$ cat src/rtl/start_edge_detect_pkg.sv
// Shared constants for the START edge detector: phase codes and default
// synchroniser depth.
package start_edge_detect_pkg;

  localparam logic [1:0] PH_NONE  = 2'b00;
  localparam logic [1:0] PH_LATE  = 2'b01;
  localparam logic [1:0] PH_EARLY = 2'b10;

  localparam int SYNC_STAGES_DEFAULT = 2;

endpackage

$ cat src/rtl/start_edge_detect_sync_chain.sv
// Posedge shift-register synchroniser with asynchronous active-low clear.
// DEPTH must be at least 2.
module sync_chain #(
  parameter int DEPTH = 2
) (
  input  logic i_clk,
  input  logic i_rst_n,
  input  logic i_d,
  output logic o_q
);

  logic [DEPTH-1:0] r_sync;

  always_ff @(posedge i_clk or negedge i_rst_n) begin
    if (!i_rst_n) begin
      r_sync <= '0;
    end else begin
      r_sync <= {r_sync[DEPTH-2:0], i_d};
    end
  end

  assign o_q = r_sync[DEPTH-1];

endmodule

$ cat src/rtl/start_edge_detect.sv
// Half-period resolution rising-edge detector for the asynchronous START
// input; reports a phase code and a one-cycle strobe on posedge clk.
module start_edge_detect
  import start_edge_detect_pkg::*;
#(
  parameter int SYNC_STAGES = SYNC_STAGES_DEFAULT,
  parameter bit ONE_SHOT    = 1'b1
) (
  input  logic       clk,
  input  logic       reset,
  input  logic       in,
  output logic [1:0] out,
  output logic       edge_flag
);

  logic       r_n_cap;
  logic       w_p_sync;
  logic       w_n_sync;
  logic       r_p_win;
  logic       r_p_prev;
  logic       r_n_win;
  logic       r_armed;
  logic [1:0] r_out;
  logic       r_edge_flag;
  logic       w_edge;
  logic [1:0] w_phase;

  // The N path is captured on the falling edge and then re-timed on the
  // rising edge, so both chain outputs describe the same posedge window.
  always_ff @(negedge clk or negedge reset) begin
    if (!reset) begin
      r_n_cap <= 1'b0;
    end else begin
      r_n_cap <= in;
    end
  end

  sync_chain #(.DEPTH(SYNC_STAGES)) u_sync_p (
    .i_clk   (clk),
    .i_rst_n (reset),
    .i_d     (in),
    .o_q     (w_p_sync)
  );

  sync_chain #(.DEPTH(SYNC_STAGES)) u_sync_n (
    .i_clk   (clk),
    .i_rst_n (reset),
    .i_d     (r_n_cap),
    .o_q     (w_n_sync)
  );

  // Window stage: P(k-1), N(k), P(k) held side by side.
  always_ff @(posedge clk or negedge reset) begin
    if (!reset) begin
      r_p_win  <= 1'b0;
      r_p_prev <= 1'b0;
      r_n_win  <= 1'b0;
    end else begin
      r_p_win  <= w_p_sync;
      r_p_prev <= r_p_win;
      r_n_win  <= w_n_sync;
    end
  end

  // A short pulse seen only by N never makes P rise, so it is ignored here.
  assign w_edge  = r_p_win & ~r_p_prev & r_armed;
  assign w_phase = r_n_win ? PH_EARLY : PH_LATE;

  always_ff @(posedge clk or negedge reset) begin
    if (!reset) begin
      r_out       <= PH_NONE;
      r_edge_flag <= 1'b0;
      r_armed     <= 1'b1;
    end else begin
      r_edge_flag <= w_edge;
      if (w_edge) begin
        r_out <= w_phase;
        if (ONE_SHOT) begin
          r_armed <= 1'b0;
        end
      end
    end
  end

  assign out       = r_out;
  assign edge_flag = r_edge_flag;

endmodule

$ cat config.mk
export PLATFORM = sky130hd
export DESIGN_NAME = start_edge_detect
export DESIGN_NICKNAME = d
export VERILOG_FILES = /design/src/rtl/start_edge_detect_pkg.sv /design/src/rtl/start_edge_detect_sync_chain.sv /design/src/rtl/start_edge_detect.sv
export SDC_FILE = /design/constraint.sdc
export NUM_CORES = 1
export LEC_CHECK = 0
export CAP_MARGIN = 25
export CORE_AREA = 2 2 39 41
export DETAILED_ROUTE_END_ITERATION = 6
export DIE_AREA = 0 0 41 43
export GPL_ROUTABILITY_DRIVEN = 0
export GPL_TIMING_DRIVEN = 0
export SKIP_CTS_REPAIR_TIMING = 1
export SYNTH_ARGS = -nofsm -noshare
export SYNTH_HDL_FRONTEND = slang
export SYNTH_HIERARCHICAL = 1
export SYNTH_SLANG_ARGS = --single-unit
$ cat constraint.sdc
create_clock -name clk -period 1.8 [get_ports clk]
set_input_delay 0.36 -clock clk [delete_from_list [all_inputs] [get_ports clk]]
set_output_delay 0.36 -clock clk [all_outputs]
set_load 0.005 [all_outputs]
==> flow_summary.yaml, run 1 <==
outcome:
  run_status: "complete, no violations"
synth:
  synthAdderAreaFrac_pct: 0
  yosysSeqAreaShare_pct: 82.5
  synth_top_family_by_area: "multiplexers"
  syn_avg_cell_area_sq_um: 19.2
  syn_area_sq_um: 365
  synth_simple_gate_area_share_pct: 5.48
  synthMuxAreaShare_pct: 6.85
  ys_warn_count: 6
  synth_seq_cells: 12
  synth_cell_types: 8
  yosysTopAreaCell: "dfrtp_1"
  synthTopCellsByArea: "dfrtp_1 68%, dfstp_2 7.2%, dfrtn_1 6.8%, nand3b_4 5.5%, mux2_4 4.1%"
  synth_xor_area_share_pct: 0
  synth_top_cell_area_share_pct: 68.5
  synth_compound_area_share_pct: 2.05
  synth_fp_nets: 22
  synthCells: 19
detailed_routing:
  drtAntennaViolNets: 0
  drt_wl_total_um: 406
  detail_route.vias_per_cell: 3.75
  avgRoutedWirePerCell_um: 9.23
  detail_route.iter0.violations: 1
  first_pass_iters: 2
  route.vias.total: 165
  drc: 0
setup_path:
  crit_cells: 1
  cp_slowest_cell: "clkdlybuf4s50_1"
  r2r-end: "u_sync_n/r_sync[0]"
  cp.arrival_ps: 1140
  critPathMaxStageDelay_ps: 770
  rrSetupSlack_ps: 440
  critPathLaunchType: "primary input"
  reg2regPathDepth: 0
  cp_num_buf_inv: 1
  r2r_start: "r_n_cap"
  critical_path_class: "primary input to async pin"
  cp.required_ps: 1370
  path_cells: "clkdlybuf4s50_1"
  cp_max_fo: 12
  endpoint_kind: "async pin"
  critical-path-top-delay-family: "buffers and inverters"
die:
  dieWidth_um: 41
  fp.dieH_um: 43
  initial_core_util_pct: 26.4
  core-area_sq_um: 1380
  pin_count: 6
  die_area_sq_um: 1760
  rows: 14
clock_tree:
  cts_root_buf: "clkbuf_4"
  cts_max_level: 1
  clkSinkCount: 12
  cts_made_buffers: 3
  cts_tree: "yes"
  cts.path.max_buffers: 2
  path_clk_slew_ps: 70
  clk_latency_ps: 270
min_path:
  min_to: "r_n_win"
  min_path_type: "register to register"
  min_from: "u_sync_n/r_sync[1]"
  hold_depth: 0
placed_design:
  io_buffers: 5
  place_hpwl_um: 308
  dp_slack_ps: -93.2
finish:
  area_growth_pct: 29.1
  drive_above_1_share_pct: 25.0
  fin_nets: 32
  antenna_cells: 0
  final_cell_mix: "10 x dfrtp_1, 5 x clkdlybuf4s50_1, 3 x inv_1, 3 x clkbuf_4"
  layout_commonest_cell: "dfrtp_1"
  nFillCells: 138
sta:
  skew_ps: 10.8
  rsz0062_at_grt: "no"
  worst_pin_slew_ps: 489
  setup_viol: 0
  relSlewSlack_pct: 67.3
  hold_viol_final: 0
  setup_slack_ps: 234
  drv_slew: 0
  hold_ws_ps: 351
global_route:
  first_global_vias: 192
  grt_use_total_pct: 7.27
  grt_max_degree: 13
  grt_pass1_wl_um: 772
  grt.overflow.total: 0
  antenna_found_initial: 0
power:
  finalPower_uw: 494
  vdd.ir_drop.worst_mv: 0.423
  p_leak_uw: 0.000243
  power_density_nw_per_um2: 1050
flow_run:
  max-cap-violations: 0
==> through the flow <==
step / std cells / util [%] / setup TNS, ps / cell area [sq um]
global route: 44 / 34.1 / 0 / 472
global placement: 40 / 31.5 / -125 / 435
detailed placement: 40 / 31.5 / -141 / 435
floorplan: 19 / - / 0 / 365
CTS: 44 / 34.1 / 0 / 472
finish: 44 / 34.1 / 0 / 472
==> state kept, by name (all words and copies together), names as in the netlist <==
register / count
edge_flag: 1
out: 2
r_armed: 1
r_n_cap: 1
r_n_win: 1
r_p_prev: 1
r_p_win: 1
u_sync_n/r_sync: 2
u_sync_p/r_sync: 2
==> synthesized netlist by cell type <==
master,count
mux2i_1,1
nand3b_4,1
dfrtn_1,1
inv_1,3
dfstp_2,1
mux2_4,1
dfrtp_1,10
a21boi_0,1
==> worst max path at each step <==
stage | startpoint | to
floorplan | in | r_n_cap
global placement | reset | r_n_cap
detailed placement | reset | r_n_cap
CTS | reset | r_n_cap
global route | reset | r_n_cap
finish | reset | r_n_cap
==> kinds of logic (layout without fill, tap and decap cells) <==
group | after synthesis | in the layout
AO/OA/AOI/OAI | 1 | 1
multiplexers | 2 | 2
flip-flops | 12 | 12
buffers and inverters | 3 | 12
AND/OR/NAND/NOR | 1 | 1
==> final cells by class <==
class / count / area [sq um] / area share [%]
Clock buffer: 4 / 36.3 / 7.69
Sequential cell: 12 / 302 / 63.9
Timing Repair Buffer: 5 / 50.0 / 10.6
Tap cell: 16 / 20.0 / 4.24
Inverter: 3 / 11.3 / 2.39
Multi-Input combinational cell: 4 / 52.6 / 11.1
==> metal layers <==
metal / vias up / global-route usage [%] / share of wire, %
met5: - / 0 / 0
met4: 0 / 8.00 / 0
met3: 0 / 5.24 / 9.6
met2: 6 / 8.75 / 49
met1: 82 / 7.19 / 42
li1: 77 / - / -
==> power by group <==
part           internal (uW)  switching, uW
clock network            123           78.0
logic                   5.05           5.34
registers                279           4.03
total                    407           87.4
(Power assumes the default switching activity.)
==> run 2: changes to the inputs <==
--- a/config.mk
+++ b/config.mk
@@ -6,11 +6,14 @@
 export NUM_CORES = 1
 export LEC_CHECK = 0
 export CAP_MARGIN = 25
+export CELL_PAD_IN_SITES_DETAIL_PLACEMENT = 1
+export CELL_PAD_IN_SITES_GLOBAL_PLACEMENT = 2
 export CORE_AREA = 2 2 39 41
 export DETAILED_ROUTE_END_ITERATION = 6
 export DIE_AREA = 0 0 41 43
 export GPL_ROUTABILITY_DRIVEN = 0
 export GPL_TIMING_DRIVEN = 0
+export PLACE_DENSITY_LB_ADDON = 0.1
 export SKIP_CTS_REPAIR_TIMING = 1
 export SYNTH_ARGS = -nofsm -noshare
 export SYNTH_HDL_FRONTEND = slang
==> flow_summary.yaml, run 2 (synthesis gave the netlist of run 1 again) <==
setup_path:
  r2r-end: "u_sync_n/r_sync[0]"
  critical-path-top-delay-family: "buffers and inverters"
  crit_cells: 1
  r2r_start: "r_n_cap"
  cp_num_buf_inv: 1
  critical_path_class: "primary input to async pin"
  critPathLaunchType: "primary input"
  endpoint_kind: "async pin"
  cp.arrival_ps: 1150
  path_cells: "clkdlybuf4s50_1"
  cp_slowest_cell: "clkdlybuf4s50_1"
  cp.required_ps: 1360
  critPathMaxStageDelay_ps: 790
  rrSetupSlack_ps: 440
  reg2regPathDepth: 0
  cp_max_fo: 12
global_route:
  grt.busiest_layer: "met2"
  antenna_found_initial: 0
  grt_max_degree: 13
  first_global_vias: 212
  met3_usage_pct: 4.71
  grt_use_total_pct: 7.68
  grt_pass1_wl_um: 828
  gr-usage-met2_pct: 10.6
  met1_usage_pct: 7.90
  grt.overflow.total: 0
finish:
  final_cell_mix: "10 x dfrtp_1, 5 x clkdlybuf4s50_1, 3 x inv_1, 3 x clkbuf_4"
  seq_area_sq_um: 302
  nFillCells: 146
  multiInputGateArea_sq_um: 52.6
  area_growth_pct: 26.4
  layout_commonest_cell: "dfrtp_1"
  drive_above_1_share_pct: 21.4
  fin_nets: 32
  antenna_cells: 0
  postLayoutCoreUtil_pct: 33.4
  final_cells: 44
clock_tree:
  cts.path.max_buffers: 2
  clkSinkCount: 12
  clk_latency_ps: 270
  cts_made_buffers: 3
  cts_root_buf: "clkbuf_4"
  cts_tree: "yes"
  cts_max_level: 1
  path_clk_slew_ps: 60
sta:
  drv_slew: 0
  skew_ps: 8.87
  finalSetupTns_ps: 0
  rsz0062_at_grt: "no"
  relSlewSlack_pct: 66.2
  hold_viol_final: 0
  setup_viol: 0
  worst_pin_slew_ps: 506
  hold_ws_ps: 349
power:
  vdd.ir_drop.worst_mv: 0.400
  finalPower_uw: 456
  power_density_nw_per_um2: 987
  p_leak_uw: 0.000237
detailed_routing:
  drc: 0
  drt_wl_total_um: 432
  detail_route.iter0.violations: 0
  drtAntennaViolNets: 0
  detail_route.vias_per_cell: 3.98
  route.vias.total: 175
  first_pass_iters: 1
  avgRoutedWirePerCell_um: 9.82
die:
  fp.dieH_um: 43
  dieWidth_um: 41
  rows: 14
  initial_core_util_pct: 26.4
  die_area_sq_um: 1760
  core-area_sq_um: 1380
  pin_count: 6
placed_design:
  io_buffers: 5
  dp_cells: 40
  place_hpwl_um: 325
min_path:
  hold_depth: 0
  min_from: "u_sync_n/r_sync[1]"
  min_path_type: "register to register"
  min_to: "r_n_win"
flow_run:
  max-cap-violations: 0
outcome:
  run_status: "complete, no violations"
==> run 2: worst max path at each step <==
stage / from / endpoint / slack [ps]
finish: reset / r_n_cap / 210
global route: reset / r_n_cap / 100
CTS: reset / r_n_cap / 160
detailed placement: reset / r_n_cap / -140
global placement: reset / r_n_cap / -100
floorplan: in / r_n_cap / 400
==> run 2: per-stage QoR <==
stage               cell area (sq um)  worst slack [ps]
CTS                               462               160
detailed placement                435              -136
finish                            462               214
global route                      462               102
floorplan                         365               396
global placement                  435             -98.6
==> run 2: area by class of cell <==
cell class,instances,share of cell area (%)
sequential,12,65.3
multi-input combinational,4,11.4
tap,16,4.34
clock buffer,4,5.69
timing repair buffer,5,10.8
inverter,3,2.44
==> run 2: report_power, final <==
part / internal (uW) / leakage [uW] / total (uW) / switching [uW]
Sequential: 279 / 0.000145 / 283 / 3.90
Clock: 85.5 / 0.0000150 / 162 / 76.8
Combinational: 5.05 / 0.0000769 / 10.5 / 5.43
Total: 370 / 0.000237 / 456 / 86.1
==> run 2: per-layer routing <==
| metal | vias to the layer above | routed length (um) | share of wire, % |
|---|---|---|---|
| li1 | 77 | - | - |
| met5 | - | 0 | 0 |
| met2 | 5 | 223 | 52 |
| met1 | 93 | 176 | 41 |
| met3 | 0 | 31 | 7.2 |
| met4 | 0 | 0 | 0 |
